--- src/rtl/pulse_stretch_sched_pkg.sv ---
// Shared types and limits for pulse_stretch_sched: FSM states, parameter
// bounds, gap/drop counter widths and the saturating drop-count increment.
package pulse_stretch_sched_pkg;

  typedef enum logic [1:0] {
    ST_IDLE  = 2'd0,
    ST_PULSE = 2'd1,
    ST_GAP   = 2'd2
  } state_e;

  localparam int REQ_NUM_MIN = 2;
  localparam int REQ_NUM_MAX = 16;
  localparam int GAP_NUM_MAX = 255;
  localparam int GAP_CNT_W   = 8;
  localparam int DROP_CNT_W  = 8;

  localparam logic [DROP_CNT_W-1:0] DROP_CNT_MAX = '1;

  function automatic logic [DROP_CNT_W-1:0] sat_inc(input logic [DROP_CNT_W-1:0] v);
    return (v == DROP_CNT_MAX) ? v : v + DROP_CNT_W'(1);
  endfunction

endpackage

--- src/rtl/pulse_sched_rr_arb.sv ---
// Combinational round-robin pick: first pending requester at or above ptr_i,
// wrapping at REQ_NUM. Returns one-hot grant, binary index and a valid flag.
module pulse_sched_rr_arb #(
  parameter int REQ_NUM = 4,
  parameter int IDX_W   = $clog2(REQ_NUM)
) (
  input  logic [REQ_NUM-1:0] pend_i,
  input  logic [IDX_W-1:0]   ptr_i,
  output logic [REQ_NUM-1:0] gnt_o,
  output logic [IDX_W-1:0]   idx_o,
  output logic               vld_o
);

  logic [IDX_W:0] w_pos;
  logic           w_found;

  always_comb begin
    gnt_o   = '0;
    idx_o   = '0;
    w_found = 1'b0;
    w_pos   = '0;
    for (int k = 0; k < REQ_NUM; k++) begin
      w_pos = {1'b0, ptr_i} + (IDX_W+1)'(k);
      if (w_pos >= (IDX_W+1)'(REQ_NUM)) w_pos = w_pos - (IDX_W+1)'(REQ_NUM);
      if (!w_found && pend_i[w_pos[IDX_W-1:0]]) begin
        w_found                    = 1'b1;
        idx_o                      = w_pos[IDX_W-1:0];
        gnt_o[w_pos[IDX_W-1:0]]    = 1'b1;
      end
    end
    vld_o = w_found;
  end

endmodule

--- src/rtl/pulse_stretch_sched.sv ---
// Round-robin shared pulse stretcher: per-requester rising edges queue a pulse
// of configured width, each followed by a fixed low gap. Optional per-requester
// saturating drop counters when PULSE_STRETCH_SCHED_DROP_CNT_EN is defined.
module pulse_stretch_sched
  import pulse_stretch_sched_pkg::*;
#(
  parameter real TCQ     = 0.1,
  parameter int  REQ_NUM = 4,
  parameter int  WIDTH_W = 16,
  parameter int  GAP_NUM = 2
) (
  input  logic                       clk_i,
  input  logic                       rst_n_i,
  input  logic                       enable_i,
  input  logic [REQ_NUM-1:0]         evt_i,
  input  logic [REQ_NUM*WIDTH_W-1:0] cfg_width_i,
  output logic                       pulse_o,
  output logic [REQ_NUM-1:0]         owner_o,
  output logic                       busy_o,
  output logic [REQ_NUM-1:0]         drop_o
`ifdef PULSE_STRETCH_SCHED_DROP_CNT_EN
  ,
  output logic [REQ_NUM*DROP_CNT_W-1:0] drop_cnt_o
`endif
);

  localparam int IDX_W = $clog2(REQ_NUM);

  // TCQ is a simulation-only annotation; it is range-checked but never applied here.
  if (REQ_NUM < REQ_NUM_MIN || REQ_NUM > REQ_NUM_MAX ||
      GAP_NUM < 0 || GAP_NUM > GAP_NUM_MAX || TCQ < 0.0) begin : g_bad_cfg
    $error("pulse_stretch_sched: parameter out of range");
  end

  state_e               r_state, w_state_n;
  logic [REQ_NUM-1:0]   r_evt_d, r_pend, r_owner, r_drop;
  logic [REQ_NUM-1:0]   w_pose, w_gnt, w_take_mask, w_owner_n;
  logic                 r_arm, r_pulse, w_pulse_n;
  logic [IDX_W-1:0]     r_rr_ptr, w_win_idx;
  logic                 w_win_vld, w_take;
  logic [WIDTH_W-1:0]   r_cnt, w_cnt_n, w_width;
  logic [GAP_CNT_W-1:0] r_gcnt, w_gcnt_n;

  // r_arm masks the first post-reset cycle so a level already high is not an edge.
  assign w_pose = evt_i & ~r_evt_d & {REQ_NUM{r_arm}};

  pulse_sched_rr_arb #(
    .REQ_NUM (REQ_NUM),
    .IDX_W   (IDX_W)
  ) u_arb (
    .pend_i (r_pend),
    .ptr_i  (r_rr_ptr),
    .gnt_o  (w_gnt),
    .idx_o  (w_win_idx),
    .vld_o  (w_win_vld)
  );

  assign w_width     = cfg_width_i[w_win_idx*WIDTH_W +: WIDTH_W];
  assign w_take_mask = w_take ? w_gnt : '0;

  always_comb begin
    w_state_n = r_state;
    w_cnt_n   = r_cnt;
    w_gcnt_n  = r_gcnt;
    w_pulse_n = r_pulse;
    w_owner_n = r_owner;
    w_take    = 1'b0;
    case (r_state)
      ST_IDLE: begin
        if (enable_i && w_win_vld) begin
          w_take    = 1'b1;
          w_cnt_n   = (w_width == '0) ? '0 : w_width - WIDTH_W'(1);
          w_owner_n = w_gnt;
          w_pulse_n = 1'b1;
          w_state_n = ST_PULSE;
        end
      end
      ST_PULSE: begin
        if (r_cnt == '0) begin
          w_pulse_n = 1'b0;
          w_owner_n = '0;
          if (GAP_NUM > 0) begin
            w_state_n = ST_GAP;
            w_gcnt_n  = GAP_CNT_W'(GAP_NUM > 0 ? GAP_NUM - 1 : 0);
          end else begin
            w_state_n = ST_IDLE;
          end
        end else begin
          w_cnt_n = r_cnt - WIDTH_W'(1);
        end
      end
      ST_GAP: begin
        if (r_gcnt == '0) w_state_n = ST_IDLE;
        else              w_gcnt_n  = r_gcnt - GAP_CNT_W'(1);
      end
      default: w_state_n = ST_IDLE;
    endcase
  end

  always_ff @(posedge clk_i) begin
    if (!rst_n_i) begin
      r_state  <= ST_IDLE;
      r_cnt    <= '0;
      r_gcnt   <= '0;
      r_pulse  <= 1'b0;
      r_owner  <= '0;
      r_rr_ptr <= '0;
    end else begin
      r_state <= w_state_n;
      r_cnt   <= w_cnt_n;
      r_gcnt  <= w_gcnt_n;
      r_pulse <= w_pulse_n;
      r_owner <= w_owner_n;
      if (w_take)
        r_rr_ptr <= (w_win_idx == IDX_W'(REQ_NUM-1)) ? '0 : w_win_idx + IDX_W'(1);
    end
  end

  // A fresh edge on the requester being granted this cycle re-queues it instead of dropping.
  always_ff @(posedge clk_i) begin
    if (!rst_n_i) begin
      r_evt_d <= '0;
      r_arm   <= 1'b0;
      r_pend  <= '0;
      r_drop  <= '0;
    end else begin
      r_evt_d <= evt_i;
      r_arm   <= 1'b1;
      r_pend  <= (r_pend & ~w_take_mask) | w_pose;
      r_drop  <= w_pose & r_pend & ~w_take_mask;
    end
  end

  assign pulse_o = r_pulse;
  assign owner_o = r_owner;
  assign busy_o  = (r_state != ST_IDLE);
  assign drop_o  = r_drop;

`ifdef PULSE_STRETCH_SCHED_DROP_CNT_EN
  logic [REQ_NUM-1:0][DROP_CNT_W-1:0] r_drop_cnt;

  always_ff @(posedge clk_i) begin
    if (!rst_n_i) begin
      r_drop_cnt <= '0;
    end else begin
      for (int i = 0; i < REQ_NUM; i++)
        if (r_drop[i]) r_drop_cnt[i] <= sat_inc(r_drop_cnt[i]);
    end
  end

  assign drop_cnt_o = r_drop_cnt;
`else
  // Without counters, drop_o alone reports lost edges.
`endif

endmodule

--- config.mk ---
export PLATFORM = sky130hd
export DESIGN_NAME = pulse_stretch_sched
export DESIGN_NICKNAME = d
export VERILOG_FILES = /design/src/rtl/pulse_stretch_sched_pkg.sv /design/src/rtl/pulse_sched_rr_arb.sv /design/src/rtl/pulse_stretch_sched.sv
export SDC_FILE = /design/constraint.sdc
export NUM_CORES = 1
export LEC_CHECK = 0
export BUFFER_PORTS_ARGS = -buffer_cell sky130_fd_sc_hd__buf_2
export CORE_MARGIN = 3
export CORE_UTILIZATION = 30
export DETAILED_ROUTE_END_ITERATION = 16
export SETUP_SLACK_MARGIN = 0.15
export SLEW_MARGIN = 5
export SYNTH_ARGS = -nofsm -noshare
export SYNTH_HDL_FRONTEND = slang
export SYNTH_HIERARCHICAL = 1
export SYNTH_SLANG_ARGS = --single-unit
--- constraint.sdc ---
create_clock -name clk_i -period 5.9 [get_ports clk_i]
set_input_delay 0.295 -clock clk_i [delete_from_list [all_inputs] [get_ports clk_i]]
set_output_delay 0.295 -clock clk_i [all_outputs]
set_load 0.005 [all_outputs]
Word-level counts from Yosys, hierarchy flattened
Index checks and enable logic that the tools add are counted.

Eq/ne operators: 8. Bitwise gates (word level): 11. Magnitude comparators: 12. Shifts and indexed selects: 1. Add/subtract/negate cells: 11. Multiplexer cells: 54. Reduce and logical (&&, ||, !) cells: 22.

Operator list (number): indexed part select 64 x 7 -> 16 bit (1); 2-to-1 mux 16 bit (3); zero test 16 bit (2); one-hot mux 16 bit (2 select lines) (1); subtractor 16 x 1 -> 16 bit, second input constant (2); 2-to-1 mux 4 bit (7); 2-to-1 mux 2 bit (12); AND 4 bit (5); 2-to-1 mux 1 bit (17); 2-to-1 mux 8 bit (2); bitwise OR 4 bit (4); one-hot mux 8 bit (2 select lines) (1); less-than comparator 2 x 3 -> 1 bit, second input constant (4); AND reduction 3 bit (4); != test 2 bit, second input constant (5); greater-or-equal comparator 3 bit, second input constant (3); binary-select mux 1 bit (select 2 bit) (4); demux 1 bit (select 2 bit) (4); greater-or-equal comparator 2 x 1 -> 1 bit, second input constant (4); logical AND 1 bit (8); zero test 8 bit (1); NOT 4 bit (2); one-hot mux 4 bit (2 select lines) (1); subtractor 2 x 1 -> 2 bit, second input constant (4); other kinds (12) (18).

Flip-flop bits (word level): 46. Word-level logic and storage cells: 129. Bits of input ports: 71.

Longest topological paths before layout
Depth after elaboration: 21. Mapped depth: 20. Depth with buffers taken out: 15.

Cells and area by module
Netlist, hierarchy kept.

By module, submodules not included: pulse_stretch_sched (sequential area each 920.9 µm², cells an instance 295, area an instance 2877.8 µm², instances 1); pulse_sched_rr_arb (sequential area each 0.0 µm², cells an instance 45, area an instance 421.7 µm², instances 1).

Least setup slack after synthesis
Ideal clock, no wire load.

Kind: flip-flop to flip-flop. Start point: register r_rr_ptr[0]. End point: register r_cnt[7]. Setup slack: 1.707 ns. Required time: 5.784 ns. Arrival: 4.077 ns. Cell stages (with the launch flop): 21. Setup time: 0.116 ns. Buffers on the path: 5. Cells stage by stage: dfxtp_1 > buf_6 > inv_1 > ha_1 > mux4_2 > buf_6 > nand2b_1 > o221ai_1 > a32o_1 > clkbuf_1 > clkbuf_1 > mux4_1 > inv_1 > ha_1 > inv_1 > nor2_2 > nand2_4 > o31ai_4 > buf_6 > o221ai_1 > o211a_1.

Cells in the longest elaborated chain, start to end: 19. Elaborated cells on any way between the ends: 46.

RTL lines: from (decl) (line pulse_stretch_sched.sv:39) `logic [IDX_W-1:0] r_rr_ptr, w_win_idx;`; from (signal assigned) (line pulse_stretch_sched.sv:115) `r_rr_ptr <= (w_win_idx == IDX_W'(REQ_NUM-1)) ? '0 : w_win_idx + IDX_W'(1);`; branches (longest 13 deep; another with adder 2 x 1 -> 3 bit); 2-to-1 mux 2 bit * (line pulse_sched_rr_arb.sv:25) `if (!w_found && pend_i[w_pos[IDX_W-1:0]]) begin`; named net w_win_idx[1] (line pulse_stretch_sched.sv:39); indexed part select 64 x 7 -> 16 bit * (line pulse_stretch_sched.sv:58) `assign w_width = cfg_width_i[w_win_idx*WIDTH_W +: WIDTH_W];`; subtractor 16 x 1 -> 16 bit or zero test 16 bit (tied branches) (line pulse_stretch_sched.sv:72) `w_cnt_n = (w_width == '0) ? '0 : w_width - WIDTH_W'(1);`; 2-to-1 mux 16 bit * (line pulse_stretch_sched.sv:72); 2-to-1 mux 16 bit * (line pulse_stretch_sched.sv:70) `if (enable_i && w_win_vld) begin`; one-hot mux 16 bit (2 select lines) * (line pulse_stretch_sched.sv:68) `case (r_state)`; to (signal assigned) (line pulse_stretch_sched.sv:110) `r_cnt <= w_cnt_n;`; to (decl) (line pulse_stretch_sched.sv:41) `logic [WIDTH_W-1:0] r_cnt, w_cnt_n, w_width;`.

Mark *: on every way through the listed nets, which the timed path passes. The select of a mux whose other input is x is not followed. A chain may end at the register's enable or synchronous reset.

Worst setup path in the final report
Start point: register r_rr_ptr[0]. End point: register r_cnt[6].

The elaborated chain is that of the path after synthesis.

==> out/metrics.csv <==
metric;value;unit
initial antenna violation count;0;
grt total ovfl;0;
Synth Area in Adders;0.04171;
WL/cell;14.15;um
# hold bufs at CTS;0;
global-route wire length before repair;12910;um
Nets;493;
Die X;110.9;um
Yosys cell types;56;
gr usage total;0.1221;
CTS resizes;0;
crit start category;register;
clk sink count;46;
Non-Filler Instances;548;
dpl cells;540;
xor/xnor cell area share of the yosys netlist;0.07698;
Tmin final;5086;ps
via count;2839;
gpl congestion;0.8334;
Seq. cell area;920.9;um2
Slew @ Worst Pin;965.6;ps
top cells by area, synth;dfxtp_1 28%, mux4_1 10%, xor2_1 5.0%;
clock skew;3.623;ps
CP Class;register to register;
# rows;37;
crit end category;register;
pwr/cell area;509.8;mW/mm2
largest net degree at the start of global routing;38;
Starting Density;0.3140;
largest family of logic cells by synthesized area;simple AND/OR/NAND/NOR gates;
Final TNS setup;0;ps
Clock Latency Late Sink;290;ps
worst vdd ir;304.8;uV
antenna diode count;0;
IO Port Bufs;80;
Fill cells;1045;
CTS buffer count;5;
initial DRC count;136;
Max Root-Sink Buffers;2;
Setup WS pre-CTS;840.1;ps
simple logic cell fraction of the synthesized area;0.2215;
fin. max-slew vios;0;
mux contribution to synthesized area;0.1638;
Yosys top cell area share;0.2791;
Pwr Total;1.981;mW
vias per std cell;5.181;
CP Data Required Time;6090;ps
Die Y;110.9;um
Post-DP Area;0.003775;mm2
TritonCTS clock tree;built;
Max-Cap Viols;0;
Reg clk slew, reported paths;90;ps
RSZ-0062 raised after global routing;false;
post-synthesis cell count;340;
Max Fanout on Critical Path;17;
Final Hold Fails;0;
Synth Register Bits;46;
DRT Pass-1 Iters;4;
Main synth FF type;dfxtp_1;
cell taking the most area after synthesis;dfxtp_1;
crit path DAT;5280;ps
Finished Cell Area;0.003885;mm2
Synth warnings;6;
Post-synth ARST share;0;
FMAX;196.6;MHz
outcome;completed;
mean area per synthesized cell;9.704;um2
HPWL Detailed;6072;um
Mapped Area;0.003299;mm2
# DRC;0;
sequential-to-total area share from yosys stat;0.2791;
drt total wl;7753;um
number of synthesized flops with an enable pin;0;
Area growth syn-to-layout;17.75;%
H-tree level count;2;
Final period util;0.8621;
synth cell count leaders;46 x dfxtp_1, 33 x nand2_1, 28 x nor2_1;
I/O pin total;81;
core area;0.01051;mm2
Slew headroom;0.3547;
area occupied by multi-input gates;0.002231;mm2
share of cells above drive strength 1;0.2670;
count leader, synth;dfxtp_1;
syn_nets;422;
clock root buffer;clkbuf_8;
die area;0.01229;mm2
ANT nets after route;0;
Leakage;1.609;nW
setup bufs post-CTS;0;
min setup slack post-route;813.5;ps
Min-Delay Path Class;input port to register;
vias in the first global route;2790;
Synth Area in Compound Gates;0.1680;
Setup violations, final;0;
==> routing by layer <==
metal	up-vias	GRT usage	share of wire
met1	1316	0.1646	0.48
met4	0	0.01724	0.0045
li1	1421	-	-
met2	97	0.2059	0.46
met5	-	0	0
met3	5	0.02566	0.063
==> power by group <==
group / leakage [nW] / internal (mW) / switching (mW)
clock network: 0.0514 / 0.126 / 0.107
registers: 0.377 / 0.375 / 0.0845
logic: 1.18 / 0.581 / 0.707
==> cell type report <==
| class | count | share of cell area |
|---|---|---|
| tap | 136 | 0.04380 |
| clock buffer | 6 | 0.01868 |
| timing repair buffer | 81 | 0.1050 |
| sequential | 46 | 0.2370 |
| clock inverter | 2 | 0.009662 |
| multi-input combinational | 265 | 0.5742 |
| inverter | 12 | 0.01159 |
==> layout by cell type (no fill, tap or decap), types with 2 or more instances in the layout <==
master and count:
a21boi_0 5, a21oi_1 10, a22oi_1 8, and2_1 7, and2b_2 2, and3_1 3
buf_2 80, clkbuf_8 5, dfxtp_1 46, ha_1 11, inv_1 12, mux2i_1 3
mux4_1 13, mux4_2 7, nand2_1 33, nand2b_1 2, nand3_1 10, nand3b_1 7
nand4_1 3, nand4b_1 4, nor2_1 28, nor2b_1 5, nor3_1 7, nor3b_1 2
nor4_1 8, o211a_1 11, o211ai_1 2, o21ai_0 9, o221a_1 2, o221ai_1 11
o31ai_1 2, o31ai_4 2, xnor2_1 10, xor2_1 19
==> worst paths after layout <==
path | startpoint | endpoint | slack [ps] | depth (start not counted)
worst max-delay path | r_rr_ptr[0] | r_cnt[6] | 810 | 14
worst min register to register | owner_o[1] | owner_o[1] | 480 | 2
worst min-delay path | evt_i[1] | r_evt_d[1] | 230 | 2
worst max register to register | r_rr_ptr[0] | r_cnt[6] | 810 | 14
==> metrics by stage <==
step | hold slack, ps | util
finish | 232.6 | 0.3697
floorplan | 322.7 | -
CTS | 222.5 | 0.3697
global route | 230.4 | 0.3697
global placement | 453.3 | 0.3592
detailed placement | 462.0 | 0.3592
==> worst max-delay path, stage by stage (launching register included) <==
cell      delay (ps)
dfxtp_1          740
inv_1            150
ha_1             390
mux4_2           440
nor3_1           310
a32o_1           710
mux4_1           480
inv_1             90
ha_1             170
inv_1             70
nor2_2           280
nand2_4           90
o31ai_4          630
o221ai_1         230
o211a_1          190
==> state kept, by name (all words and copies together), names as in the netlist <==
name	count
drop_o	4
r_state	2
r_cnt	16
owner_o	4
r_gcnt	8
r_arm	1
r_evt_d	4
pulse_o	1
r_pend	4
r_rr_ptr	2
==> cell families (layout without fill, tap and decap cells) <==
group	after synthesis	after routing
AOI/OAI and AO/OA	69	69
and+or+nand+nor	132	132
muxes	24	24
DFF	46	46
adders and majority gates	11	11
buffers and inverters	29	101
xor gates and xnor gates	29	29
Power figures use the tool's default switching activity.
